===== config.mk =====
export PLATFORM = sky130hd
export DESIGN_NAME = alu_mul_seq
export DESIGN_NICKNAME = d
export VERILOG_FILES = /design/src/rtl/alu_mul_seq.sv
export SDC_FILE = /design/constraint.sdc
export NUM_CORES = 1
export LEC_CHECK = 0
export ABC_AREA = 1
export CELL_PAD_IN_SITES_DETAIL_PLACEMENT = 0
export CELL_PAD_IN_SITES_GLOBAL_PLACEMENT = 2
export CORE_MARGIN = 3
export CORE_UTILIZATION = 21
export CTS_CLUSTER_DIAMETER = 120
export DETAILED_ROUTE_END_ITERATION = 8
export MAX_ROUTING_LAYER = met4
export PLACE_DENSITY_LB_ADDON = 0.1
export RECOVER_POWER = 25
export SETUP_SLACK_MARGIN = 0.02
export SYNTH_ARGS = -nofsm -noshare
export SYNTH_HDL_FRONTEND = slang
export SYNTH_SLANG_ARGS = --single-unit

===== constraint.sdc =====
create_clock -name clk -period 1.8 [get_ports clk]
set_clock_uncertainty 0.05 [all_clocks]
set_input_delay 0.36 -clock clk [delete_from_list [all_inputs] [get_ports clk]]
set_output_delay 0.36 -clock clk [all_outputs]
set_load 0.005 [all_outputs]

===== src/rtl/alu_mul_seq.sv =====
// Sequential 16x16 -> 16 shift-and-add multiplier that borrows an external
// Hack ALU for every addition, pass-through and doubling step.
module alu_mul_seq (
  input  logic        clk,
  input  logic        reset,
  input  logic        start,
  input  logic [15:0] a,
  input  logic [15:0] b,
  output logic        busy,
  output logic        done,
  output logic [15:0] product,
  output logic        product_zr,
  output logic        product_ng,
  output logic [15:0] alu_x,
  output logic [15:0] alu_y,
  output logic        alu_zx,
  output logic        alu_nx,
  output logic        alu_zy,
  output logic        alu_ny,
  output logic        alu_f,
  output logic        alu_no,
  input  logic [15:0] alu_out
);

  localparam logic [1:0] IDLE = 2'd0;
  localparam logic [1:0] ADD  = 2'd1;
  localparam logic [1:0] DBL  = 2'd2;
  localparam logic [1:0] DONE = 2'd3;

  // ALU control words, ordered zx,nx,zy,ny,f,no
  localparam logic [5:0] CtlAdd  = 6'b000010;  // x + y
  localparam logic [5:0] CtlPass = 6'b001100;  // x & 0xFFFF
  localparam logic [5:0] CtlZero = 6'b101010;  // constant 0

  logic [1:0]  state_q;
  logic [15:0] acc_q;
  logic [15:0] mc_q;
  logic [15:0] mp_q;
  logic [15:0] product_q;
  logic        zr_q;
  logic        ng_q;
  logic [5:0]  ctl;

  assign busy       = (state_q == ADD) || (state_q == DBL);
  assign done       = (state_q == DONE);
  assign product    = product_q;
  assign product_zr = zr_q;
  assign product_ng = ng_q;

  assign alu_zx = ctl[5];
  assign alu_nx = ctl[4];
  assign alu_zy = ctl[3];
  assign alu_ny = ctl[2];
  assign alu_f  = ctl[1];
  assign alu_no = ctl[0];

  // ALU operand and control selection for the current state
  always_comb begin
    alu_x = 16'h0000;
    alu_y = 16'h0000;
    ctl   = CtlZero;
    case (state_q)
      ADD: begin
        alu_x = acc_q;
        alu_y = mc_q;
        // a zero multiplier bit still routes acc through the ALU unchanged
        ctl   = mp_q[0] ? CtlAdd : CtlPass;
      end
      DBL: begin
        alu_x = mc_q;
        alu_y = mc_q;
        ctl   = CtlAdd;
      end
      default: begin
        alu_x = 16'h0000;
        alu_y = 16'h0000;
        ctl   = CtlZero;
      end
    endcase
  end

  // State sequencing and datapath registers
  always_ff @(posedge clk) begin
    if (reset) begin
      state_q   <= IDLE;
      acc_q     <= 16'h0000;
      mc_q      <= 16'h0000;
      mp_q      <= 16'h0000;
      product_q <= 16'h0000;
      zr_q      <= 1'b1;
      ng_q      <= 1'b0;
    end else begin
      case (state_q)
        IDLE: begin
          if (start) begin
            acc_q   <= 16'h0000;
            mc_q    <= a;
            mp_q    <= b;
            state_q <= ADD;
          end
        end
        ADD: begin
          acc_q   <= alu_out;
          // stop once no higher multiplier bits remain
          state_q <= (mp_q[15:1] == 15'd0) ? DONE : DBL;
        end
        DBL: begin
          mc_q    <= alu_out;
          mp_q    <= {1'b0, mp_q[15:1]};
          state_q <= ADD;
        end
        DONE: begin
          product_q <= acc_q;
          zr_q      <= (acc_q == 16'h0000);
          ng_q      <= acc_q[15];
          state_q   <= IDLE;
        end
        default: state_q <= IDLE;
      endcase
    end
  end

endmodule

After elaboration in Yosys (flattened, before gate mapping)
Cells that the tools add are included.

ROM bits: 0. Bits in registers: 68. Memories: 0. Output and inout port bits: 58. Bits in latches: 0. Word-level logic and storage cells: 33. Input bits: 51. RAM bits: 0.

$lt $le $gt $ge: 0. Multiplexer cells: 13. Reduce and logical (&&, ||, !) cells: 9. Eq/ne operators: 4. Shift-type cells: 0. Div/mod/pow operators: 0. Multipliers: 0. Bitwise operators: 0. $add $sub $neg: 0.

Operators with widths (number): one-hot mux 16 bit (2 select lines) (4); 2-to-1 mux 16 bit (4); zero test 16 bit (1); zero test 15 bit (1); one-hot mux 6 bit (2 select lines) (1); one-hot mux 2 bit (4 select lines) (1); equality test 2 bit, second input constant (2); 2-to-1 mux 4 bit (1); AND reduction 2 bit (2); nonzero test 2 bit (2); equality test 2 x 1 -> 1 bit, second input constant (1); zero test 2 bit (1); 2-to-1 mux 2 bit (1); inequality test 2 bit, second input constant (1); OR reduction 2 bit (1); logical OR 1 bit (1); 2-to-1 mux 1 bit (1).

Logic depth before layout (Yosys ltp)
Word-level depth: 3. Depth in mapped cells: 8. Mapped depth without buffers: 8.

Worst setup path before layout
No wires, ideal clock.

Kind: reg-to-output. Start point: reg state_q[0]. End point: out alu_x[7]. Arrival: 1.468 ns. Cell stages (with the launch flop): 7. Slack: -0.078 ns. Path buffers: 2. Required time: 1.390 ns. Cells stage by stage: dfxtp_1 inv_1 ha_1 buf_2 buf_1 nand2_1 o21ai_0.

Cells in the longest elaborated chain, start to end: 2. Elaborated cells on any way between the ends: 3. Classes of those cells: eq/ne: 2; mux: 1.

Ends and longest elaborated chain: from (decl) (RTL line 35) `logic [1:0] state_q;`; from (signal assigned) (RTL line 105) `state_q <= (mp_q[15:1] == 15'd0) ? DONE : DBL;`; equality test 2 bit or equality test 2 x 1 -> 1 bit (tied branches) (RTL line 62) `case (state_q)`; one-hot mux 16 bit (2 select lines) (*) (RTL line 62); to (decl) (RTL line 14) `output logic [15:0] alu_x,`.

Mark *: on every way between the ends. The rest lies on a longest branch, timed or not.

Worst setup path in the final report
Start point: reg state_q[0]. End point: out alu_x[0].

Same word-level chain as after synthesis.

==> impl_metrics.tcl <==
set metrics [dict create \
    outcome "finished, violations left" \
    violations "setup timing" \
    cp_data_required_time_ns 1.39 \
    avgRoutedWirePerCell_um 15.5 \
    fp.dieH_um 130 \
    placement.io_buffers 106 \
    grt.total_usage_pct 15.6 \
    yosys.area.top_type "dfxtp_1" \
    gp_congestion 0.797 \
    ys_seq_elements 67 \
    synth.yosys.seq_area_share_pct 41.7 \
    vias 3748 \
    hold_viol_final 0 \
    power_mw 6.46 \
    synth_area_leaders "dfxtp_1, nand2_1, nor2_1" \
    r2r-start "state_q[0]$_SDFFE_PP0P_" \
    clk_pin_slew_ns 0.06 \
    clockRootBuffer "clkbuf_16" \
    drt_iter0_markers 150 \
    cp_max_fo 5 \
    synth-edff-count 0 \
    ir_worst_vdd_mv 0.449 \
    htreeDepth 3 \
    vias_per_cell 4.40 \
    p_seq_share_pct 29.3 \
    fin_crit_sh_pct 114 \
    regArea_sq_um 1340 \
    crit_arrival_ns 1.63 \
    synth-warning-count 0 \
    rsz0062_at_grt "yes" \
    ios 109 \
    drc 0 \
    synth_cell_types 20 \
    critPathLaunch "state_q[0]$_SDFFE_PP0P_" \
    fmax_ghz 0.489 \
    hp-start "product[14]$_SDFFE_PP0P_" \
    drt-total-wl_um 13200 \
    n_fill_cell 1558 \
    cts_tree "yes" \
    grt_pass1_vias 3728 \
    yosysMostFrequentCell "nand2_1" \
    post-route-util_pct 39.0 \
    rows 44 \
    dr.pass1.iters 4 \
    grt_max_degree 37 \
    hp-class "reg -> reg" \
    syn_inst 501 \
    slew-limit-headroom_pct 50.4 \
    critPathCaptureType "primary output" \
    dp_hpwl_um 8890 \
    fin_crit_ns 2.04 \
    switchingPower_mw 2.20 \
    insertion_delay_ns 0.34 \
    setup_viol_count_final 44 \
    area_growth_pct 78.8 \
    clkPwrFrac_pct 30.1 \
    power_frac_comb_pct 40.6 \
    cts_sinks 67 \
    synth_flop_cell "dfxtp_1" \
    core-area_sq_um 14800 \
    worst_pin_slew_ns 0.744 \
    dpl_cell_area_sq_um 4750 \
    synthTopCellsByCount "nand2_1, nor2_1, dfxtp_1" \
    drv_cap 0 \
    ant_nets 0 \
    grt_pass1_wl_um 19700 \
    diodes 0 \
    syn_area_sq_um 3220 \
    clockBufferDepth 2 \
    die_x_um 130 \
    multiInputGateArea_sq_um 1940 \
    worstSetupStartpointType "flop" \
    antenna_found_initial 0 \
    worstSetupPathType "reg -> out" \
    cts_buffers 9 \
    grt-ovfl-total 0 \
    switching_share_pct 34.0 \
    die-area_sq_um 16800 \
    start_util_pct 21.8 \
    fin_nets 719 \
    p_leak_nw 2.73 \
    report.final.slew_viol_count 0 \
    fin_area_sq_um 5750 \
    drive_gt1_share_pct 32.6 \
    synth_top_area_share_pct 41.7 \
    powerDensity_nw_per_um2 1120 \
    synth.avg_cell_area_sq_um 6.42 \
    intPower_mw 4.26 \
    timing.final.ws_setup_ns -0.244 \
    synth-async-reset-ratio_pct 0 \
    pre_cts_ws_ns -0.369 \
]
-- registers in the layout, indices dropped and copies added (netlist names) --
name	count
acc_q	16
mp_q	16
product_zr	1
state_q	2
mc_q	16
product	16
-- placed cells by master, fill, tap and decap left out, drive strengths merged --
cell / Yosys / final
clkinvlp: 0 / 4
conb: 1 / 2
dfxtp: 67 / 67
clkbuf: 17 / 19
clkdlybuf4s50: 0 / 60
nand2: 140 / 140
bufinv: 0 / 2
o22ai: 8 / 8
nand3: 30 / 30
o21ai: 58 / 58
buf: 17 / 103
nor2: 92 / 92
ha: 5 / 5
dlygate4sd3: 0 / 8
clkinv: 1 / 2
nor3: 1 / 1
a21oi: 30 / 30
clkdlybuf4s15: 0 / 2
inv: 34 / 35
-- final timing paths --
check | end | slack [ns] | depth (start not counted)
min reg2reg | product[14]$_SDFFE_PP0P_ | 0.43 | 2
min | product[14]$_SDFFE_PP0P_ | 0.43 | 2
max reg2reg | product[12]$_SDFFE_PP0P_ | -0.06 | 6
max | alu_x[0] | -0.24 | 7
-- cell families (layout without fill, tap and decap cells) --
family,after synthesis,count (layout),share of synthesized area [%]
compound gates,96,96,15.4
fa+ha+maj,5,5,1.94
flops,67,67,41.7
buf+inv,69,235,8.91
other cells,1,2,0.117
simple gates,263,263,32.0
-- layer usage --
layer	vias up	wire [um]	track usage, %	part of all wire [%]
li1	1915	-	-	-
met4	0	182	4.46	1.4
met2	85	6070	24.3	46
met3	18	719	4.18	5.4
met1	1730	6240	19.9	47
met5	-	0	-	0
-- repair_timing --
action	in CTS	in global routing
setup endpoints to repair	38	80
gates cloned	1	5
setup buffers	20	12
pin swaps	10	3
gates resized for setup	235	92
hold buffers	0	0
-- power by group through the flow --
stage | combinational [mW] | clock, mW | sequential, mW
final | 2.62 | 1.95 | 1.89
after global routing | 2.86 | 2.07 | 1.92
after CTS | 2.27 | 2.00 | 1.88
after detailed placement | 1.81 | 0 | 1.87
after global placement | 1.81 | 0 | 1.88
after floorplan | 0.857 | 0 | 1.84
-- critical path, cell delays in order (launching register included) --
cell and delay [ns]:
dfxtp_2 0.34, inv_2 0.05, ha_4 0.30, buf_6 0.13, buf_6 0.14, nand2_4 0.06
o22ai_1 0.13, buf_2 0.14
-- through the flow --
step | cells | hold WS [ns] | setup TNS [ns]
5_1_grt | 852 | 0.462 | -11.13
6_report | 852 | 0.427 | -6.05
2_1_floorplan | 502 | 0.407 | 0
4_1_cts | 839 | 0.431 | -6.65
3_5_place_dp | 802 | 0.422 | -9.30
3_3_place_gp | 802 | 0.421 | -8.65
-- final cells by class --
class,count,area share (%)
clock buffer,9,3.91
timing repair buffer,183,30.5
sequential,67,23.4
clock inverter,7,1.76
timing repair inverter,1,0.0870
inverter,35,2.57
multi-input combinational,366,33.8
tap,184,4.00
No activity file was read; power rests on OpenSTA's default activity.
